## src/rtl/addsub_pkg.sv

```systemverilog
// Shared types and constants for the add/sub unit and its writeback stage.
// Flags are always carried as a packed {cf, ovf, sf, zf} nibble.
package addsub_pkg;

  localparam int DATA_W   = 8;
  localparam int FLAG_CF  = 3;
  localparam int FLAG_OVF = 2;
  localparam int FLAG_SF  = 1;
  localparam int FLAG_ZF  = 0;

  typedef logic [3:0] flags_t;

  typedef struct packed {
    logic [DATA_W-1:0] sum;
    flags_t            flags;
  } wb_entry_t;

  function automatic flags_t pack_flags(input logic cf, input logic ovf,
                                        input logic sf, input logic zf);
    flags_t f;
    f           = '0;
    f[FLAG_CF]  = cf;
    f[FLAG_OVF] = ovf;
    f[FLAG_SF]  = sf;
    f[FLAG_ZF]  = zf;
    return f;
  endfunction

endpackage

```

## src/rtl/addsub_wb_stage_if.sv

```systemverilog
// Result handshake between the add/sub unit, the writeback stage and its consumer.
// The stage takes the slave view; the producer/consumer side takes the master view.
interface addsub_wb_stage_if #(
  parameter int WIDTH = 8
);
  import addsub_pkg::*;

  logic             in_valid;
  logic             in_ready;
  logic [WIDTH-1:0] in_sum;
  logic             in_cf;
  logic             in_ovf;
  logic             in_sf;
  logic             in_zf;
  logic             out_valid;
  logic             out_ready;
  logic [WIDTH-1:0] out_sum;
  flags_t           out_flags;

  modport master (
    output in_valid, in_sum, in_cf, in_ovf, in_sf, in_zf, out_ready,
    input  in_ready, out_valid, out_sum, out_flags
  );

  modport slave (
    input  in_valid, in_sum, in_cf, in_ovf, in_sf, in_zf, out_ready,
    output in_ready, out_valid, out_sum, out_flags
  );

endinterface

```

## src/rtl/sync_fifo.sv

```systemverilog
// Single-clock FIFO with synchronous active-high reset; DEPTH must be a power of two.
// Push when full and pop when empty are ignored; pop_data is the head entry.
module sync_fifo #(
  parameter  int W     = 12,
  parameter  int DEPTH = 2,
  localparam int PTR_W = $clog2(DEPTH),
  localparam int LVL_W = PTR_W + 1
) (
  input  logic             clk,
  input  logic             rst,
  input  logic             push,
  input  logic [W-1:0]     push_data,
  input  logic             pop,
  output logic [W-1:0]     pop_data,
  output logic [LVL_W-1:0] level,
  output logic             full,
  output logic             empty
);

  logic [W-1:0]     mem [DEPTH];
  logic [PTR_W-1:0] wr_ptr;
  logic [PTR_W-1:0] rd_ptr;
  logic             do_push;
  logic             do_pop;

  assign full     = (level == LVL_W'(DEPTH));
  assign empty    = (level == '0);
  assign do_push  = push && !full;
  assign do_pop   = pop && !empty;
  assign pop_data = mem[rd_ptr];

  // NOTE: state registers use non-blocking assignments so every flop samples
  // pre-edge values, independent of statement order within or across blocks.
  always_ff @(posedge clk) begin
    if (rst) begin
      wr_ptr <= '0;
      rd_ptr <= '0;
      level  <= '0;
    end else begin
      if (do_push) wr_ptr <= wr_ptr + 1'b1;
      if (do_pop)  rd_ptr <= rd_ptr + 1'b1;
      case ({do_push, do_pop})
        2'b10:   level <= level + 1'b1;
        2'b01:   level <= level - 1'b1;
        default: level <= level;
      endcase
    end
  end

  // NOTE: the storage array is deliberately not reset; entries are only ever
  // read behind a valid level, so clearing it would cost reset fan-out for nothing.
  always_ff @(posedge clk) begin
    if (do_push) mem[wr_ptr] <= push_data;
  end

endmodule

```

## src/rtl/addsub_wb_stage.sv

```systemverilog
// Writeback stage after the add/sub unit: buffers {sum, flags} in a FIFO and keeps
// the PSW, a sticky overflow bit, a saturating op counter and a flag checker.
module addsub_wb_stage
  import addsub_pkg::*;
#(
  parameter  int WIDTH = 8,
  parameter  int DEPTH = 2,
  parameter  int CNT_W = 16,
  localparam int LVL_W = $clog2(DEPTH) + 1
) (
  input  logic                   clk,
  input  logic                   rst,
  addsub_wb_stage_if.slave       bus,
  output flags_t                 psw,
  output logic                   sticky_ovf,
  input  logic                   sticky_clr,
  output logic [CNT_W-1:0]       op_count,
  output logic [LVL_W-1:0]       level,
  output logic                   flag_err
);

  localparam int ENTRY_W = WIDTH + 4;

  flags_t             in_flags;
  logic [ENTRY_W-1:0] head;
  logic               full;
  logic               empty;
  logic               push;
  logic               pop;
  logic               flags_bad;

  assign in_flags = pack_flags(bus.in_cf, bus.in_ovf, bus.in_sf, bus.in_zf);

  // Readiness only looks at occupancy, never at out_ready: no push-through when full.
  assign bus.in_ready  = !rst && !full;
  assign bus.out_valid = !empty;
  assign push          = bus.in_valid && bus.in_ready;
  assign pop           = bus.out_valid && bus.out_ready;

  assign bus.out_sum   = bus.out_valid ? head[ENTRY_W-1:4] : '0;
  assign bus.out_flags = bus.out_valid ? flags_t'(head[3:0]) : '0;

  assign flags_bad = (in_flags[FLAG_ZF] != (bus.in_sum == '0)) ||
                     (in_flags[FLAG_SF] != bus.in_sum[WIDTH-1]);

  sync_fifo #(
    .W     (ENTRY_W),
    .DEPTH (DEPTH)
  ) u_fifo (
    .clk       (clk),
    .rst       (rst),
    .push      (push),
    .push_data ({bus.in_sum, in_flags}),
    .pop       (pop),
    .pop_data  (head),
    .level     (level),
    .full      (full),
    .empty     (empty)
  );

  always_ff @(posedge clk) begin
    if (rst) begin
      psw        <= '0;
      sticky_ovf <= 1'b0;
      op_count   <= '0;
      flag_err   <= 1'b0;
    end else begin
      if (push) psw <= in_flags;

      // A new overflow outranks a concurrent clear so it cannot be lost.
      if (push && in_flags[FLAG_OVF]) sticky_ovf <= 1'b1;
      else if (sticky_clr)            sticky_ovf <= 1'b0;

      if (push && (op_count != '1)) op_count <= op_count + 1'b1;

      flag_err <= push && flags_bad;
    end
  end

endmodule

```

## src/flat_wrapper.sv

```systemverilog
// flat-port wrapper written by rule: the top's interface ports become plain ports
module addsub_wb_stage_flat import addsub_pkg::*;
#(
  parameter  int WIDTH = 8,
  parameter  int DEPTH = 2,
  parameter  int CNT_W = 16,
  localparam int LVL_W = $clog2(DEPTH) + 1
)
  (clk, rst, psw, sticky_ovf, sticky_clr, op_count, level, flag_err, bus_in_valid, bus_in_sum, bus_in_cf, bus_in_ovf, bus_in_sf, bus_in_zf, bus_out_ready, bus_in_ready, bus_out_valid, bus_out_sum, bus_out_flags);
  addsub_wb_stage_if #(.WIDTH(WIDTH)) bus_i ();
  input  logic clk;
  input  logic rst;
  output flags_t psw;
  output logic sticky_ovf;
  input  logic sticky_clr;
  output logic [CNT_W-1:0] op_count;
  output logic [LVL_W-1:0] level;
  output logic flag_err;
  input wire logic [$bits(bus_i.in_valid)-1:0] bus_in_valid;
  input wire logic [$bits(bus_i.in_sum)-1:0] bus_in_sum;
  input wire logic [$bits(bus_i.in_cf)-1:0] bus_in_cf;
  input wire logic [$bits(bus_i.in_ovf)-1:0] bus_in_ovf;
  input wire logic [$bits(bus_i.in_sf)-1:0] bus_in_sf;
  input wire logic [$bits(bus_i.in_zf)-1:0] bus_in_zf;
  input wire logic [$bits(bus_i.out_ready)-1:0] bus_out_ready;
  output wire logic [$bits(bus_i.in_ready)-1:0] bus_in_ready;
  output wire logic [$bits(bus_i.out_valid)-1:0] bus_out_valid;
  output wire logic [$bits(bus_i.out_sum)-1:0] bus_out_sum;
  output wire logic [$bits(bus_i.out_flags)-1:0] bus_out_flags;
  assign bus_i.in_valid = bus_in_valid;
  assign bus_i.in_sum = bus_in_sum;
  assign bus_i.in_cf = bus_in_cf;
  assign bus_i.in_ovf = bus_in_ovf;
  assign bus_i.in_sf = bus_in_sf;
  assign bus_i.in_zf = bus_in_zf;
  assign bus_i.out_ready = bus_out_ready;
  assign bus_in_ready = bus_i.in_ready;
  assign bus_out_valid = bus_i.out_valid;
  assign bus_out_sum = bus_i.out_sum;
  assign bus_out_flags = bus_i.out_flags;
  addsub_wb_stage #(.WIDTH(WIDTH), .DEPTH(DEPTH), .CNT_W(CNT_W)) u_core (.clk(clk), .rst(rst), .bus(bus_i), .psw(psw), .sticky_ovf(sticky_ovf), .sticky_clr(sticky_clr), .op_count(op_count), .level(level), .flag_err(flag_err));
endmodule
```

## config.mk

```make
export PLATFORM = sky130hd
export DESIGN_NAME = addsub_wb_stage_flat
export DESIGN_NICKNAME = d
export VERILOG_FILES = /design/src/rtl/addsub_pkg.sv /design/src/rtl/addsub_wb_stage_if.sv /design/src/rtl/sync_fifo.sv /design/src/rtl/addsub_wb_stage.sv /design/src/flat_wrapper.sv
export SDC_FILE = /design/constraint.sdc
export NUM_CORES = 1
export LEC_CHECK = 0
export CAP_MARGIN = 20
export CORE_ASPECT_RATIO = 0.7
export CORE_UTILIZATION = 40
export DETAILED_ROUTE_END_ITERATION = 8
export GPL_TIMING_DRIVEN = 0
export PLACE_DENSITY_LB_ADDON = 0.2
export RECOVER_POWER = 100
export SLEW_MARGIN = 20
export SYNTH_ARGS = -nofsm -noshare
export SYNTH_HDL_FRONTEND = slang
export SYNTH_SLANG_ARGS = --single-unit
```

## constraint.sdc

```tcl
create_clock -name clk -period 2.4 [get_ports clk]
set_input_delay 0.36 -clock clk [delete_from_list [all_inputs] [get_ports clk]]
set_output_delay 0.36 -clock clk [all_outputs]
set_load 0.05 [all_outputs]
```

==> results.sh <==
export IMPL_die_h_um=64.4
export IMPL_synth_nets=220
export IMPL_startpoint_type="input port"
export IMPL_tightest_slew_ns=0.625
export IMPL_critical_path_slowest_cell="dlygate4sd3_1"
export IMPL_crit_type="input port to flop"
export IMPL_fin_setup_tns_ns=0
export IMPL_grt_pass1_vias=1516
export IMPL_antenna_found_initial=0
export IMPL_yosys_cell_types_count=41
export IMPL_r2r_cells=8
export IMPL_grt_ovfl_total=0
export IMPL_switchingPower_w=0.000948
export IMPL_row_count=22
export IMPL_via_count=1716
export IMPL_holdWs_ns=0.464
export IMPL_outcome="complete, no violations"
export IMPL_clock_latency_ns=0.30
export IMPL_ys_flop_type="dfxtp_1"
export IMPL_setup_viol=0
export IMPL_die_w_um=91.2
export IMPL_r2r_end="u_core.u_fifo.level[1]"
export IMPL_mostFrequentLayoutCells="dlygate4sd3_1, dfxtp_1, edfxtp_1"
export IMPL_grt_start_max_net_pins=16
export IMPL_leakagePower_nw=1.12
export IMPL_hpwlAfterDp_um=3370
export IMPL_drive_gt1_share_pct=10.5
export IMPL_clkPwrFrac_pct=19.9
export IMPL_clk_pin_slew_ns=0.09
export IMPL_crit_fanout=10
export IMPL_hold_start="u_core.psw[0]"
export IMPL_drc=0
export IMPL_ant_nets=0
export IMPL_rsz0062_at_grt="false"
export IMPL_required_ns=2.63
export IMPL_dp_cells=327
export IMPL_post_route_period_util_pct=94.3
export IMPL_total_power_w=0.00240
export IMPL_p_comb_share_pct=37.7
export IMPL_p_sw_share_pct=39.5
export IMPL_drtIter0Drc=110
export IMPL_slowest_delay_ns=0.55
export IMPL_wl_per_cell_um=13.8
export IMPL_crit_family="buffers and inverters"
export IMPL_hold_violations=0
export IMPL_die_area_sq_um=5880
export IMPL_cts_sinks=51
export IMPL_diodes=0
export IMPL_ys_ff_latch=51
export IMPL_crit_chain="dlygate4sd3_1 > nor2b_4 > and2_1 > buf_4 > inv_2 > buf_2 > ha_1 > or3_1 > a21oi_1"
export IMPL_fmaxAchievable_mhz=442
export IMPL_gp_congestion=0.785
export IMPL_cts_hold_buf=0
export IMPL_io_buffers=54
export IMPL_postSynthAreaPerCell_sq_um=11.1
export IMPL_crit_buf_inv=4
export IMPL_drt_vias_per_instance=5.08
export IMPL_track_usage_pct=16.7
export IMPL_min_path_cells=2
export IMPL_yosysSeqAreaShare_pct=56.6
export IMPL_arrival_ns=2.49
export IMPL_routed_wl_um=4680
export IMPL_power_density_nw_per_um2=819
export IMPL_p_int_w=0.00145
export IMPL_slew_violations=0
export IMPL_end_kind="flop"
export IMPL_r2r_start="u_core.u_fifo.level[0]"
export IMPL_r2r_setup_slack_ns=0.28
export IMPL_grt_pass1_wl_um=7550
export IMPL_htree_num_levels=2
export IMPL_io_pins=55
export IMPL_coreArea_sq_um=5310
export IMPL_ir_drop_uv=321
export IMPL_relSlewSlack_pct=58.3
export IMPL_skew_ns=0.0108
export IMPL_clockBufferDepth=2
export IMPL_root_buffer="clkbuf_8"
export IMPL_syn_to_final_growth_pct=31.5
export IMPL_maxCapViolations=0
export IMPL_syn_instance_count=201
export IMPL_initial_core_util_pct=41.9
export IMPL_synth_edff_count=24
export IMPL_syn_area_sq_um=2230
export IMPL_cts_made_buffers=5
export IMPL_hold_path_endpoint="u_core.psw[0]"
export IMPL_hold_class="flop to flop"
export IMPL_first_pass_iters=4
export IMPL_final_common_cell="dlygate4sd3_1"
export IMPL_period_minus_slack_ns=2.26
export IMPL_ys_warn_count=0
export IMPL_cts_tree="done"
export IMPL_finalNonFillerCells=338
export IMPL_power_share_sequential_pct=42.5
export IMPL_layout_nets=284
export IMPL_fill_cells=500
export IMPL_async_reset_ff_share_pct=0
==> area by class of cell <==
class / instances / area (sq um) / share of cell area (%)
Buffer: 7 / 41.3 / 1.41
Clock buffer: 6 / 72.6 / 2.48
Clock inverter: 2 / 12.5 / 0.427
Inverter: 7 / 26.3 / 0.897
Multi-Input combinational cell: 136 / 876 / 29.9
Sequential cell: 51 / 1260 / 43.0
Tap cell: 72 / 90.1 / 3.07
Timing Repair Buffer: 57 / 551 / 18.8
==> flip-flops by register name, summed over array words and instances, names as in the netlist, named ones only <==
signal,cells
u_core.u_fifo.wr_ptr,1
u_core.u_fifo.mem,24
u_core.u_fifo.rd_ptr,1
u_core.op_count,16
u_core.flag_err,1
u_core.u_fifo.level,2
u_core.sticky_ovf,1
u_core.psw,4
==> cells by family (layout without fill, tap and decap cells) <==
logic type,Yosys count,after routing,synth area share (%)
compound gates,30,30,7.86
simple gates,82,82,21.7
flops,51,51,56.6
xor+xnor,6,6,2.36
mux,16,16,7.36
buf+inv,14,79,3.03
fa+ha+maj,2,2,1.12
==> how the worst max path moves through the flow <==
| stage | start | to | cells past startpoint | slack [ns] |
|---|---|---|---|---|
| 2_1_floorplan | u_core.u_fifo.level[0] | u_core.u_fifo.mem[0][0] | 6 | 0.05 |
| 3_3_place_gp | rst | u_core.u_fifo.mem[0][7] | 7 | -0.57 |
| 3_5_place_dp | rst | u_core.u_fifo.mem[0][7] | 7 | -0.61 |
| 4_1_cts | rst | u_core.u_fifo.mem[0][5] | 7 | 0.03 |
| 5_1_grt | bus_in_valid | u_core.u_fifo.level[1] | 9 | 0.07 |
| 6_report | bus_in_valid | u_core.u_fifo.level[1] | 9 | 0.14 |
==> synth_stat cells (2+ instances only) <==
library cell	count	area [sq um]
a21oi_1	14	70.1
and2_1	2	12.5
and3_1	3	18.8
buf_2	3	15.0
clkbuf_1	2	7.51
dfxtp_1	27	541
edfxtp_1	24	721
ha_1	2	25.0
inv_1	6	22.5
mux2_2	3	33.8
mux2i_1	13	130
nand2_1	13	48.8
nand3_1	7	35.0
nand4_1	4	25.0
nor2_1	22	82.6
nor2b_1	4	25.0
nor4_1	4	25.0
nor4b_1	2	17.5
o21ai_0	8	40.0
o311ai_0	2	17.5
o31ai_1	4	30.0
o41ai_1	2	17.5
or2_2	2	12.5
or3_1	3	18.8
or3_2	2	15.0
or4_1	4	30.0
xnor2_1	4	35.0
xor2_1	2	17.5
==> routing by layer <==
layer	global-route usage [%]	share of wire, %	vias up
met5	0	0	-
met4	4.17	0.73	0
met3	3.87	4.6	4
met2	24.6	43	38
met1	24.6	51	809
li1	-	-	865
==> per-stage QoR <==
stage                     util, %  cell area (sq um)  setup slack (ns)
after floorplan                 -               2230            0.0460
after global placement       53.8               2860            -0.572
after detailed placement     53.8               2860            -0.610
after CTS                    55.2               2930            0.0252
after global routing         55.2               2930            0.0720
final                        55.2               2930             0.138
==> power groups by stage <==
stage / Sequential [W] / Clock [W] / Combinational [W]
2_1_floorplan: 0.00112 / 0 / 0.000584
3_3_place_gp: 0.00104 / 0 / 0.000976
3_5_place_dp: 0.00104 / 0 / 0.000982
4_1_cts: 0.00102 / 0.000486 / 0.000931
5_1_grt: 0.00103 / 0.000531 / 0.000957
6_report: 0.00102 / 0.000476 / 0.000903
==> worst reg2reg max path, stage by stage (launching register included) <==
cell and delay, ns:
dfxtp_1 0.41, nand2b_1 0.24, and2_1 0.17, buf_4 0.16
inv_2 0.05, buf_2 0.18, ha_1 0.33, or3_1 0.38
a21oi_1 0.14
==> timing repair <==
action	CTS	global route
buffers inserted	0	3
resized for setup	14	2
setup endpoints to repair	24	13
No activity file was read; power rests on OpenSTA's default activity.
